==> config.mk <==
export PLATFORM = sky130hd
export DESIGN_NAME = tambor_golpe_acondicionador
export DESIGN_NICKNAME = d
export VERILOG_FILES = /design/src/rtl/tambor_golpe_acondicionador.sv
export SDC_FILE = /design/constraint.sdc
export NUM_CORES = 1
export LEC_CHECK = 0
export CAP_MARGIN = 20
export CORE_ASPECT_RATIO = 1.1
export CORE_MARGIN = 2
export CORE_UTILIZATION = 61
export CTS_BUF_LIST = sky130_fd_sc_hd__clkbuf_4 sky130_fd_sc_hd__clkbuf_8
export DETAILED_ROUTE_END_ITERATION = 10
export MAX_ROUTING_LAYER = met4
export PLACE_DENSITY_LB_ADDON = 0.08
export SLEW_MARGIN = 10
export SYNTH_ARGS = -nofsm -noshare
export SYNTH_HDL_FRONTEND = slang
export SYNTH_SLANG_ARGS = --single-unit
==> constraint.sdc <==
create_clock -name CLK -period 2.3 [get_ports CLK]
set_clock_uncertainty 0.05 [all_clocks]
set_input_delay 0.23 -clock CLK [delete_from_list [all_inputs] [get_ports CLK]]
set_output_delay 0.23 -clock CLK [all_outputs]
set_load 0.05 [all_outputs]
==> src/rtl/tambor_golpe_acondicionador.sv <==
// Piezo/button conditioner: 2-FF sync, debounced strike pulse with lockout, direction toggle.
// Optional strike counter on GOLPES enabled by defining TAMBOR_CONTEO_GOLPES_EN.
module tambor_golpe_acondicionador #(
  parameter int unsigned DEB_CYCLES  = 2_500_000,
  parameter int unsigned LOCK_CYCLES = 5_000_000,
  parameter int unsigned CNT_W       = 23
) (
  input  logic       CLK,
  input  logic       RST,
  input  logic       PIEZO,
  input  logic       UP_DOWN,
  output logic       GOLPE,
  output logic       GOLPE_DIR,
  output logic       PIEZO_ACTIVO,
  output logic       DIR,
  output logic       DIR_PULSO,
  output logic [7:0] GOLPES
);

  localparam logic [2:0] StIdle    = 3'd0;
  localparam logic [2:0] StQual    = 3'd1;
  localparam logic [2:0] StHit     = 3'd2;
  localparam logic [2:0] StLock    = 3'd3;
  localparam logic [2:0] StRelease = 3'd4;

  localparam logic [CNT_W-1:0] DebLast  = CNT_W'(DEB_CYCLES - 1);
  localparam logic [CNT_W-1:0] LockLast = CNT_W'(LOCK_CYCLES - 1);
  localparam logic [CNT_W-1:0] CntOne   = CNT_W'(1);

  logic             piezo_s1_q, piezo_s2_q;
  logic             btn_s1_q, btn_s2_q;
  logic [2:0]       state_q, state_d;
  logic [CNT_W-1:0] cnt_q, cnt_d;
  logic             golpe_q, golpe_d;
  logic             golpe_dir_q, golpe_dir_d;
  logic             activo_q, activo_d;
  logic             btn_q, btn_d;
  logic             btn_prev_q;
  logic [CNT_W-1:0] btn_cnt_q, btn_cnt_d;
  logic             btn_rise;
  logic             dir_q, dir_d;
  logic             dir_pulso_q, dir_pulso_d;

  // Strike FSM; GOLPE is registered on the QUAL->HIT edge so it coincides with HIT.
  always_comb begin
    state_d     = state_q;
    cnt_d       = cnt_q;
    golpe_d     = 1'b0;
    golpe_dir_d = golpe_dir_q;
    unique case (state_q)
      StIdle: begin
        if (piezo_s2_q) begin
          state_d = StQual;
          cnt_d   = '0;
        end
      end
      StQual: begin
        if (!piezo_s2_q) begin
          state_d = StIdle;
          cnt_d   = '0;
        end else if (cnt_q == DebLast) begin
          state_d     = StHit;
          cnt_d       = '0;
          golpe_d     = 1'b1;
          golpe_dir_d = dir_q;
        end else begin
          cnt_d = cnt_q + CntOne;
        end
      end
      StHit: begin
        state_d = StLock;
        cnt_d   = '0;
      end
      StLock: begin
        if (cnt_q == LockLast) begin
          state_d = StRelease;
          cnt_d   = '0;
        end else begin
          cnt_d = cnt_q + CntOne;
        end
      end
      StRelease: begin
        if (piezo_s2_q) begin
          cnt_d = '0;
        end else if (cnt_q == DebLast) begin
          state_d = StIdle;
          cnt_d   = '0;
        end else begin
          cnt_d = cnt_q + CntOne;
        end
      end
      default: begin
        state_d = StIdle;
        cnt_d   = '0;
      end
    endcase
    activo_d = (state_d == StHit) || (state_d == StLock) || (state_d == StRelease);
  end

  // Button debounce; DIR toggles one edge after the debounced level rises.
  always_comb begin
    btn_d     = btn_q;
    btn_cnt_d = btn_cnt_q;
    if (btn_s2_q == btn_q) begin
      btn_cnt_d = '0;
    end else if (btn_cnt_q == DebLast) begin
      btn_d     = btn_s2_q;
      btn_cnt_d = '0;
    end else begin
      btn_cnt_d = btn_cnt_q + CntOne;
    end
    btn_rise    = btn_q & ~btn_prev_q;
    dir_d       = dir_q ^ btn_rise;
    dir_pulso_d = btn_rise;
  end

  always_ff @(posedge CLK) begin
    if (RST) begin
      piezo_s1_q  <= 1'b0;
      piezo_s2_q  <= 1'b0;
      btn_s1_q    <= 1'b0;
      btn_s2_q    <= 1'b0;
      state_q     <= StIdle;
      cnt_q       <= '0;
      golpe_q     <= 1'b0;
      golpe_dir_q <= 1'b0;
      activo_q    <= 1'b0;
      btn_q       <= 1'b0;
      btn_prev_q  <= 1'b0;
      btn_cnt_q   <= '0;
      dir_q       <= 1'b0;
      dir_pulso_q <= 1'b0;
    end else begin
      piezo_s1_q  <= PIEZO;
      piezo_s2_q  <= piezo_s1_q;
      btn_s1_q    <= UP_DOWN;
      btn_s2_q    <= btn_s1_q;
      state_q     <= state_d;
      cnt_q       <= cnt_d;
      golpe_q     <= golpe_d;
      golpe_dir_q <= golpe_dir_d;
      activo_q    <= activo_d;
      btn_q       <= btn_d;
      btn_prev_q  <= btn_q;
      btn_cnt_q   <= btn_cnt_d;
      dir_q       <= dir_d;
      dir_pulso_q <= dir_pulso_d;
    end
  end

`ifdef TAMBOR_CONTEO_GOLPES_EN
  logic [7:0] golpes_q, golpes_d;

  // Counts on the same edge that raises GOLPE, saturating at 255.
  always_comb begin
    golpes_d = golpes_q;
    if (golpe_d && (golpes_q != 8'hFF)) begin
      golpes_d = golpes_q + 8'd1;
    end
  end

  always_ff @(posedge CLK) begin
    if (RST) begin
      golpes_q <= 8'd0;
    end else begin
      golpes_q <= golpes_d;
    end
  end

  assign GOLPES = golpes_q;
`else
  assign GOLPES = 8'd0;
`endif

  assign GOLPE        = golpe_q;
  assign GOLPE_DIR    = golpe_dir_q;
  assign PIEZO_ACTIVO = activo_q;
  assign DIR          = dir_q;
  assign DIR_PULSO    = dir_pulso_q;

endmodule

==> flow_metrics.tcl <==
set metrics [dict create \
    status "finished clean" \
    ir_drop_v 0.000465 \
    setup_violations 0 \
    cp_top_family "simple AND/OR/NAND/NOR gates" \
    yosysMostFrequentCell "nor2_1" \
    synth_ff_type "dfxtp_1" \
    fin_cells 390 \
    grt_pass1_wl_um 8780 \
    die_h_um 74.9 \
    ys_async_sr_fraction_pct 0 \
    ys_types 44 \
    portBuffers 8 \
    placement.cell_area_sq_um 2890 \
    gp_congestion 0.864 \
    yosysTopAreaCell "dfxtp_1" \
    largestRegisters "btn_cnt_q (23), cnt_q (23), state_q (3)" \
    rows 25 \
    wl_per_cell_um 12.9 \
    tns_ps 0 \
    maxCapViolCount 0 \
    cts_sinks 60 \
    synth.avg_cell_area_sq_um 8.79 \
    first_global_vias 2030 \
    post_cts_buffers 0 \
    p_leak_uw 0.00103 \
    clk_pin_slew_ps 60 \
    cp.arrival_ps 2270 \
    fillerInstances 352 \
    vias 2122 \
    cts_buffers 9 \
    area_growth_pct 12.0 \
    die-area_sq_um 5130 \
    hold_viol_final 0 \
    worstHoldPathCells 1 \
    die_x_um 68.5 \
    drtPass1Iterations 4 \
    hold_buffers 0 \
    overflow 0 \
    rsz0062_at_grt "false" \
    worstSetupEndpointType "flop" \
    slew_viol_final 0 \
    cp.required_ps 2470 \
    n_antenna_cell 0 \
    holdCritPathClass "reg -> reg" \
    clkLatencyLatePin_ps 330 \
    synth.area.top_cells "dfxtp_1 (43%), nor2_1 (8.2%), xnor2_1 (7.9%)" \
    fmax_ghz 0.478 \
    yosys_warnings 0 \
    cp.depth 5 \
    syn_area_sq_um 2790 \
    r2r_slack_ps 210 \
    r2r_cells 5 \
    setup.worst_path.start_class "flop" \
    critical_path_class "reg -> reg" \
    crit_buf_inv 0 \
    worstReg2RegEnd "cnt_q[21]" \
    coreArea_sq_um 4350 \
    io_pins 17 \
    clock-root-buffer "clkbuf_8" \
    cpPeakStageDelay_ps 730 \
    ys_top_cells_by_count "nor2_1 (61), dfxtp_1 (60), xnor2_1 (25)" \
    synth_edf_count 0 \
    antenna_found_initial 0 \
    final_cell_area_sq_um 3120 \
    grt_max_degree 23 \
    r2r-start "state_q[1]" \
    cts_tree "yes" \
    syn_inst 317 \
    post_drt_via_cell_ratio 5.44 \
    htree_num_levels 3 \
    netlist.area_leader.share_pct 43.1 \
    fin_crit_ps 2090 \
    hp-start "btn_s1_q" \
    p_per_area_nw_per_um2 696 \
    drc 0 \
    layout-drive-gt1-share_pct 9.82 \
    routed_wl_um 5040 \
    initial_core_util_pct 64.1 \
    cts_buffer_depth 2 \
    first_iter_violations 82 \
    dp_hpwl_um 3470 \
    ys_ff_latch 60 \
    crit_chain "nor4_2 > or4_1 > nor4_4 > xnor2_1 > nor2_2" \
    cp_slowest_cell "or4_1" \
    holdPathEnd "btn_s2_q" \
    crit_path_max_fanout 12 \
    fin_nets 337 \
    period_share_pct 91.1 \
    track_usage_pct 23.8 \
    dp_cells 374 \
    antenna_left 0 \
    yosysSeqAreaShare_pct 43.1 \
    whs_ps 383 \
]
[per-layer routing]
metal | routed length (um) | GRT usage, %
met1 | 2340 | 27.6
met2 | 2390 | 37.6
met3 | 212 | 7.62
met4 | 99 | 10.0
met5 | 0 | -
[worst register-to-register path, delay by kind of cell (launching register included)]
family                    cells  cell delay (ps)
and+or+nand+nor               4             1210
xor gates and xnor gates      1              160
DFF                           1              560
[power breakdown]
part           total [uW]  leakage, uW  switching [uW]  internal (uW)
clock                1060     0.000113             395            662
combinational        67.9     0.000437            51.9           16.0
sequential           1050     0.000484            4.81           1040
total                2170      0.00103             452           1720
[stage by stage]
step | util [%] | power, uW | worst slack [ps]
6_report | 71.8 | 2170 | 206
5_1_grt | 71.8 | 2250 | 58.7
4_1_cts | 71.6 | 2190 | 169
3_5_place_dp | 66.4 | 1140 | 180
3_3_place_gp | 66.4 | 1140 | 229
2_1_floorplan | - | 1140 | 519
[logic make-up after synthesis]
| group | Yosys count | synth area share, % |
|---|---|---|
| other | 1 | 0.135 |
| AND/OR/NAND/NOR | 167 | 32.2 |
| buffers and inverters | 28 | 5.83 |
| flip-flops | 60 | 43.1 |
| AO/OA/AOI/OAI | 11 | 2.65 |
| multiplexers | 3 | 1.08 |
| adder cells (fa/ha/maj) | 2 | 0.898 |
| XOR/XNOR | 45 | 14.1 |
[timing repair]
action                                  CTS  global route
hold endpoints to repair                  0             0
endpoints found under the setup margin    0            21
resized for setup                         0             1
[how the worst max path moves through the flow]
stage	startpoint	end	slack, ps
floorplan	cnt_q[0]	state_q[1]	520
global placement	state_q[1]	cnt_q[15]	230
detailed placement	cnt_q[0]	cnt_q[22]	180
CTS	cnt_q[0]	cnt_q[22]	170
global route	cnt_q[0]	cnt_q[22]	60
finish	state_q[1]	cnt_q[21]	210
[placed cells by master (no fill, tap or decap), types with 2 or more instances in the layout]
cell and n:
nand3_1 20, clkbuf_4 2, clkbuf_8 10, xnor2_1 25, and3_1 3, and4_1 3, nor2_1 61, nor4bb_1 3
or3_1 3, a21oi_1 3, bufinv_16 2, inv_1 8, clkdlybuf4s50_1 8, nor2b_1 6, xor2_1 20, or4_1 3
mux2i_1 3, buf_4 8, nand3b_1 3, or3b_2 2, nor3_1 10, nor4_2 2, nand4_1 11, nand2_1 15
dfxtp_1 60, o31ai_1 2, and2_1 2, conb_1 8, ha_1 2, o21ai_0 2, nor4_1 9
[area by class of cell]
cell class | count | area, sq um | share of cell area, %
Timing Repair Buffer | 16 | 140 | 4.49
Tap cell | 54 | 67.6 | 2.16
Multi-Input combinational cell | 236 | 1460 | 46.7
Clock inverter | 4 | 72.6 | 2.32
Sequential cell | 60 | 1200 | 38.5
Clock buffer | 12 | 153 | 4.89
Inverter | 8 | 30.0 | 0.962
(Power assumes the default switching activity.)
